===== config.mk =====
export PLATFORM = sky130hd
export DESIGN_NAME = subslot_expander_flat
export DESIGN_NICKNAME = d
export VERILOG_FILES = /design/src/rtl/slot_pkg.sv /design/src/rtl/cpu_bus_if.sv /design/src/rtl/subslot_settle_timer.sv /design/src/rtl/subslot_expander.sv /design/src/flat_wrapper.sv
export SDC_FILE = /design/constraint.sdc
export NUM_CORES = 1
export LEC_CHECK = 0
export BUFFER_PORTS_ARGS = -buffer_cell sky130_fd_sc_hd__buf_2
export CORE_ASPECT_RATIO = 0.75
export CORE_MARGIN = 10
export CORE_UTILIZATION = 35
export DETAILED_ROUTE_END_ITERATION = 8
export GPL_TIMING_DRIVEN = 0
export RECOVER_POWER = 100
export SYNTH_ARGS = -nofsm -noshare
export SYNTH_HDL_FRONTEND = slang
export SYNTH_SLANG_ARGS = --single-unit

===== constraint.sdc =====
create_clock -name clk -period 2.5 [get_ports clk]
set_clock_uncertainty 0.15 [all_clocks]
set_input_delay 0.25 -clock clk [delete_from_list [all_inputs] [get_ports clk]]
set_output_delay 0.25 -clock clk [all_outputs]
set_load 0.01 [all_outputs]

===== src/rtl/slot_pkg.sv =====
// rtl/slot_pkg.sv - shared types and helpers for the subslot expander
package slot_pkg;

  localparam int MAX_SLOTS = 8;

  typedef logic [2:0] slot_idx_t;
  typedef logic [1:0] subslot_t;
  typedef enum logic [0:0] {IDLE = 1'b0, SERVICED = 1'b1} access_state_e;

  // Pick the 2-bit subslot field for a 16 KiB page out of a subslot register
  function automatic subslot_t page_subslot(input logic [7:0] value, input logic [1:0] page);
    return value[2*page +: 2];
  endfunction

endpackage


===== src/rtl/cpu_bus_if.sv =====
// rtl/cpu_bus_if.sv - CPU memory bus seen by slot-decoder devices
interface cpu_bus_if (input logic clk);
  logic        reset;
  logic [15:0] addr;
  logic [7:0]  data;
  logic        mreq;
  logic        rd;
  logic        wr;

  modport device_mp (input clk, reset, addr, data, mreq, rd, wr);
endinterface


===== src/rtl/subslot_settle_timer.sv =====
// rtl/subslot_settle_timer.sv - loadable down-counter that flags the settle window
module subslot_settle_timer #(
  parameter int WIDTH = 8
) (
  input  logic             clk,
  input  logic             reset,
  input  logic             load,
  input  logic [WIDTH-1:0] value,
  output logic             busy
);

  logic [WIDTH-1:0] count;

  // Load on a value-changing write (reload wins over decrement), then count down to zero
  always_ff @(posedge clk) begin
    if (reset) begin
      count <= '0;
    end else if (load) begin
      count <= value;
    end else if (count != '0) begin
      count <= count - 1'b1;
    end
  end

  assign busy = (count != '0);

endmodule


===== src/rtl/subslot_expander.sv =====
// rtl/subslot_expander.sv - per-slot secondary slot registers with readback and settle stretch
module subslot_expander
  import slot_pkg::*;
#(
  parameter int          SLOTS         = 4,
  parameter logic [15:0] REG_ADDR      = 16'hFFFF,
  parameter bit          INVERT_READ   = 1'b1,
  parameter logic [7:0]  RESET_VALUE   = 8'h00,
  parameter int          SETTLE_CYCLES = 2,
  localparam int         SW            = $clog2(SLOTS)
) (
  cpu_bus_if.device_mp      cpu_bus,
  input  logic [SW-1:0]     active_slot,
  input  logic [SLOTS-1:0]  expander_enable,
  output logic [7:0]        data,
  output logic              output_rq,
  output subslot_t          active_subslot,
  output logic              wait_n,
  output logic              subslot_changed,
  output logic [SW-1:0]     changed_slot
);

  localparam logic [0:0] ST_IDLE     = IDLE;
  localparam logic [0:0] ST_SERVICED = SERVICED;

  logic [7:0] regs [SLOTS];
  logic [0:0] state;
  logic [7:0] cur_value;
  logic [7:0] read_value;
  logic       hit;
  logic       service;
  logic       do_write;
  logic       do_read;
  logic       settle_load;
  logic       settle_busy;

  assign cur_value   = regs[active_slot];
  assign hit         = cpu_bus.mreq && (cpu_bus.addr == REG_ADDR) &&
                       expander_enable[active_slot] && (cpu_bus.rd || cpu_bus.wr);
  // Only the first clock of a bus cycle acts; the FSM blocks repeats until mreq drops
  assign service     = (state == ST_IDLE) && hit;
  assign do_write    = service && cpu_bus.wr;
  assign do_read     = service && cpu_bus.rd && !cpu_bus.wr;
  assign settle_load = do_write && (cpu_bus.data != cur_value);
  assign read_value  = INVERT_READ ? ~cur_value : cur_value;

  // Access FSM; reset parks in SERVICED so an access straddling reset is ignored
  always_ff @(posedge cpu_bus.clk) begin
    if (cpu_bus.reset) begin
      state <= ST_SERVICED;
    end else if (state == ST_IDLE) begin
      if (hit) state <= ST_SERVICED;
    end else if (!cpu_bus.mreq) begin
      state <= ST_IDLE;
    end
  end

  // Subslot register bank, written once per serviced write cycle
  always_ff @(posedge cpu_bus.clk) begin
    if (cpu_bus.reset) begin
      for (int i = 0; i < SLOTS; i++) regs[i] <= RESET_VALUE;
    end else if (do_write) begin
      regs[active_slot] <= cpu_bus.data;
    end
  end

  // Change strobe and the slot it refers to
  always_ff @(posedge cpu_bus.clk) begin
    if (cpu_bus.reset) begin
      subslot_changed <= 1'b0;
      changed_slot    <= '0;
    end else begin
      subslot_changed <= settle_load;
      if (settle_load) changed_slot <= active_slot;
    end
  end

  // Readback captured at the servicing edge and held while the read cycle continues
  always_ff @(posedge cpu_bus.clk) begin
    if (cpu_bus.reset) begin
      data      <= 8'hFF;
      output_rq <= 1'b0;
    end else if (do_read) begin
      data      <= read_value;
      output_rq <= 1'b1;
    end else if (!(output_rq && (state == ST_SERVICED) && cpu_bus.mreq && cpu_bus.rd)) begin
      data      <= 8'hFF;
      output_rq <= 1'b0;
    end
  end

  // Page subslot for the decoder; unexpanded slots always report subslot 0
  always_comb begin
    active_subslot = '0;
    if (expander_enable[active_slot]) begin
      active_subslot = page_subslot(cur_value, cpu_bus.addr[15:14]);
    end
  end

  subslot_settle_timer #(.WIDTH(8)) u_settle (
    .clk   (cpu_bus.clk),
    .reset (cpu_bus.reset),
    .load  (settle_load),
    .value (8'(SETTLE_CYCLES)),
    .busy  (settle_busy)
  );

  assign wait_n = !settle_busy;

endmodule


===== src/flat_wrapper.sv =====
// flat-port wrapper written by rule: the top's interface ports become plain ports
module subslot_expander_flat import slot_pkg::*;
#(
  parameter int          SLOTS         = 4,
  parameter logic [15:0] REG_ADDR      = 16'hFFFF,
  parameter bit          INVERT_READ   = 1'b1,
  parameter logic [7:0]  RESET_VALUE   = 8'h00,
  parameter int          SETTLE_CYCLES = 2,
  localparam int         SW            = $clog2(SLOTS)
)
  (active_slot, expander_enable, data, output_rq, active_subslot, wait_n, subslot_changed, changed_slot, clk, cpu_bus_reset, cpu_bus_addr, cpu_bus_data, cpu_bus_mreq, cpu_bus_rd, cpu_bus_wr);
  cpu_bus_if cpu_bus_i (.clk(clk));
  input  logic [SW-1:0] active_slot;
  input  logic [SLOTS-1:0] expander_enable;
  output logic [7:0] data;
  output logic output_rq;
  output subslot_t active_subslot;
  output logic wait_n;
  output logic subslot_changed;
  output logic [SW-1:0] changed_slot;
  input wire logic clk;
  input wire logic [$bits(cpu_bus_i.reset)-1:0] cpu_bus_reset;
  input wire logic [$bits(cpu_bus_i.addr)-1:0] cpu_bus_addr;
  input wire logic [$bits(cpu_bus_i.data)-1:0] cpu_bus_data;
  input wire logic [$bits(cpu_bus_i.mreq)-1:0] cpu_bus_mreq;
  input wire logic [$bits(cpu_bus_i.rd)-1:0] cpu_bus_rd;
  input wire logic [$bits(cpu_bus_i.wr)-1:0] cpu_bus_wr;
  assign cpu_bus_i.reset = cpu_bus_reset;
  assign cpu_bus_i.addr = cpu_bus_addr;
  assign cpu_bus_i.data = cpu_bus_data;
  assign cpu_bus_i.mreq = cpu_bus_mreq;
  assign cpu_bus_i.rd = cpu_bus_rd;
  assign cpu_bus_i.wr = cpu_bus_wr;
  subslot_expander #(.SLOTS(SLOTS), .REG_ADDR(REG_ADDR), .INVERT_READ(INVERT_READ), .RESET_VALUE(RESET_VALUE), .SETTLE_CYCLES(SETTLE_CYCLES)) u_core (.cpu_bus(cpu_bus_i), .active_slot(active_slot), .expander_enable(expander_enable), .data(data), .output_rq(output_rq), .active_subslot(active_subslot), .wait_n(wait_n), .subslot_changed(subslot_changed), .changed_slot(changed_slot));
endmodule

==> out/results.ini <==
[status]
outcome=finished, final reports clean

[logic_synthesis]
avgSynthCellArea_sq_um=12.3
yosysTopAreaCellShare_pct=36.4
synth_top_cell_by_area=edfxtp_1
synth_most_common_cell=and2_1
synthTopCellsByCount=and2_1 (35), edfxtp_1 (32), dfxtp_1 (21), nand2b_1 (12)
netlist_area_sq_um=2640
yosys_most_used_dff=edfxtp_1
synth_edf_count=32
ys_types=36
synth_warnings=0
synthTopCellsByArea=edfxtp_1 (36%), dfxtp_1 (16%), and2_1 (8.3%)
syn_inst=215
ys_seq_area_share_pct=52.3
syn-num-nets=252
async_reset_ff_share_pct=0
ys_seq_elements=53

[sta]
maxSlewViolCount=0
fin_crit_sh_pct=96.4
finalCriticalPeriod_ps=2410
worst_pin_slew_ps=952
finalSetupViolations=0
max_freq_mhz=415
hold_viol_final=0
rsz0062_at_grt=false
max_slew_margin_pct=36.4
fin_setup_tns_ps=0

[routing]
routedWlPerCell_um=17.0
routed_via_density=4.96
drtAntennaViolNets=0
first_iter_violations=112
vias=1854
drt_first_pass_iters=5
drc_errors=0
drt_wl_total_um=6370

[global_routing]
top_usage_layer=met2
use_met2_pct=17.0
grt_pass1_vias=1919
antenna_found_initial=0
grt_pass1_wl_um=10400
grtUsageMet1_pct=15.8
met3_usage_pct=3.90
grt_overflow=0
grt_max_degree=17
grt_use_total_pct=11.5

[placement]
hpwl_um=4730
place_congestion=0.773
numPortBuffers=46

[clock_network]
cts_tree=done
numCtsBuffers=5
clk_latency_ps=300
clkSinkCount=53
clk_path_buf_depth=2
htreeDepth=2
root_buffer=clkbuf_8
clkTransAtPathRegs_ps=100

[finish]
utilization_pct=42.5
area_growth_pct=18.1
nNetsFinal=309
n_fill_cell=731
seqCellArea_sq_um=1380
final_layout_size_suffix_gt1_share_pct=27.5
multi_input_area_sq_um=1190
n_antenna_cell=0

[power]
p_per_area_nw_per_um2=684
leakage_nw=1.18
ir_worst_vdd_mv=0.227
total_power_mw=2.13

[worst_setup_path]
cpPeakStageDelay_ps=530
cp-start-kind=flip-flop
endpoint_kind=output port
cp_cell_sequence=mux4_2, mux4_2, and2_4, buf_2
slowest_stage=mux4_2
crit_top_cell=mux4_2
cp_max_fo=2
critPathArrivalTime_ps=2010
crit_type=reg2out
cp.required_ps=2100

[floorplan]
die_y_um=95.2
boundaryPins=50
die_w_um=120
rows=27
core-area_sq_um=7330
initial_utilization_pct=36.0
dieArea_sq_um=11400

[job]
cap_violations=0

[hold_path]
hold_path.class=in2reg

[power by group]
part / total, mW / leakage, nW / switching [mW] / internal (mW)
clock: 0.508 / 0.0488 / 0.281 / 0.227
combinational: 0.569 / 0.623 / 0.291 / 0.278
sequential: 1.05 / 0.505 / 0.0555 / 0.999
total: 2.13 / 1.18 / 0.628 / 1.50
[registers in the layout (all words and copies together), names as in the netlist]
register	cells
u_core.regs	32
u_core.subslot_changed	1
u_core.u_settle.count	8
u_core.state	1
u_core.output_rq	1
u_core.data	8
u_core.changed_slot	2
[through the flow]
| step | hold slack, ps | instance area [sq um] | setup WS (ps) | instances |
|---|---|---|---|---|
| 2_1_floorplan | 222 | 2640 | 247 | 215 |
| 3_3_place_gp | 314 | 3000 | -539 | 362 |
| 3_5_place_dp | 316 | 3000 | -545 | 362 |
| 4_1_cts | 25.4 | 3120 | 14.1 | 372 |
| 5_1_grt | 41.0 | 3120 | 3.64 | 374 |
| 6_report | 32.5 | 3120 | 90.1 | 374 |
[cell usage in the layout (no fill, tap or decap), types with 6 or more instances in the layout]
| master | n |
|---|---|
| and2_0 | 13 |
| and2_1 | 21 |
| buf_2 | 35 |
| clkbuf_1 | 16 |
| clkbuf_8 | 6 |
| dfxtp_1 | 21 |
| edfxtp_1 | 32 |
| inv_1 | 10 |
| mux4_2 | 11 |
| nand2_1 | 6 |
| nand2b_1 | 12 |
| nand4_1 | 7 |
| nor2_1 | 9 |
| o22ai_1 | 9 |
| xor2_1 | 10 |
[per-layer routing]
layer	part of all wire (%)	vias up	routed length, um
met5	0	-	0
met3	7.8	5	495
li1	-	899	-
met2	41	59	2630
met4	0.57	0	36
met1	50	891	3210
[worst paths after layout]
kind	start	to	slack, ps	cells past startpoint
setup / recovery	u_core.regs[2][0]	active_subslot[0]	90	4
hold / removal	cpu_bus_mreq	u_core.state	30	3
setup reg to reg	u_core.state	u_core.regs[2][0]	180	6
hold reg to reg	u_core.changed_slot[0]	u_core.changed_slot[0]	330	2
[cell type report]
| cell class | instances | share of cell area, % |
|---|---|---|
| clock buffer | 7 | 2.77 |
| multi-input combinational | 145 | 38.3 |
| inverter | 10 | 1.20 |
| tap | 101 | 4.06 |
| buffer | 7 | 1.29 |
| sequential | 53 | 44.3 |
| clock inverter | 1 | 0.201 |
| timing repair buffer | 50 | 7.87 |
[critical path, delay by kind of cell, from the launching register on]
family | cells | cell delay, ps
multiplexers | 2 | 1000
buffers and inverters | 1 | 130
flip-flops | 1 | 420
AND/OR/NAND/NOR | 1 | 170
[logic make-up (layout without fill, tap and decap cells)]
kind of cell	after synthesis	after routing	share of synthesized area, %
AND/OR/NAND/NOR	93	93	22.1
flip-flops	53	53	52.3
adder cells (fa/ha/maj)	2	2	0.948
buffers and inverters	17	75	2.94
multiplexers	18	18	12.7
XOR/XNOR	14	14	4.65
AO/OA/AOI/OAI	18	18	4.31
[repair_timing]
item                                    in CTS  in global routing
setup buffers                                2                  2
gates resized for setup                      5                  6
endpoints found under the setup margin      33                 43
pin swaps                                    1                  1
hold buffers                                 0                  0
Power figures use the tool's default switching activity.
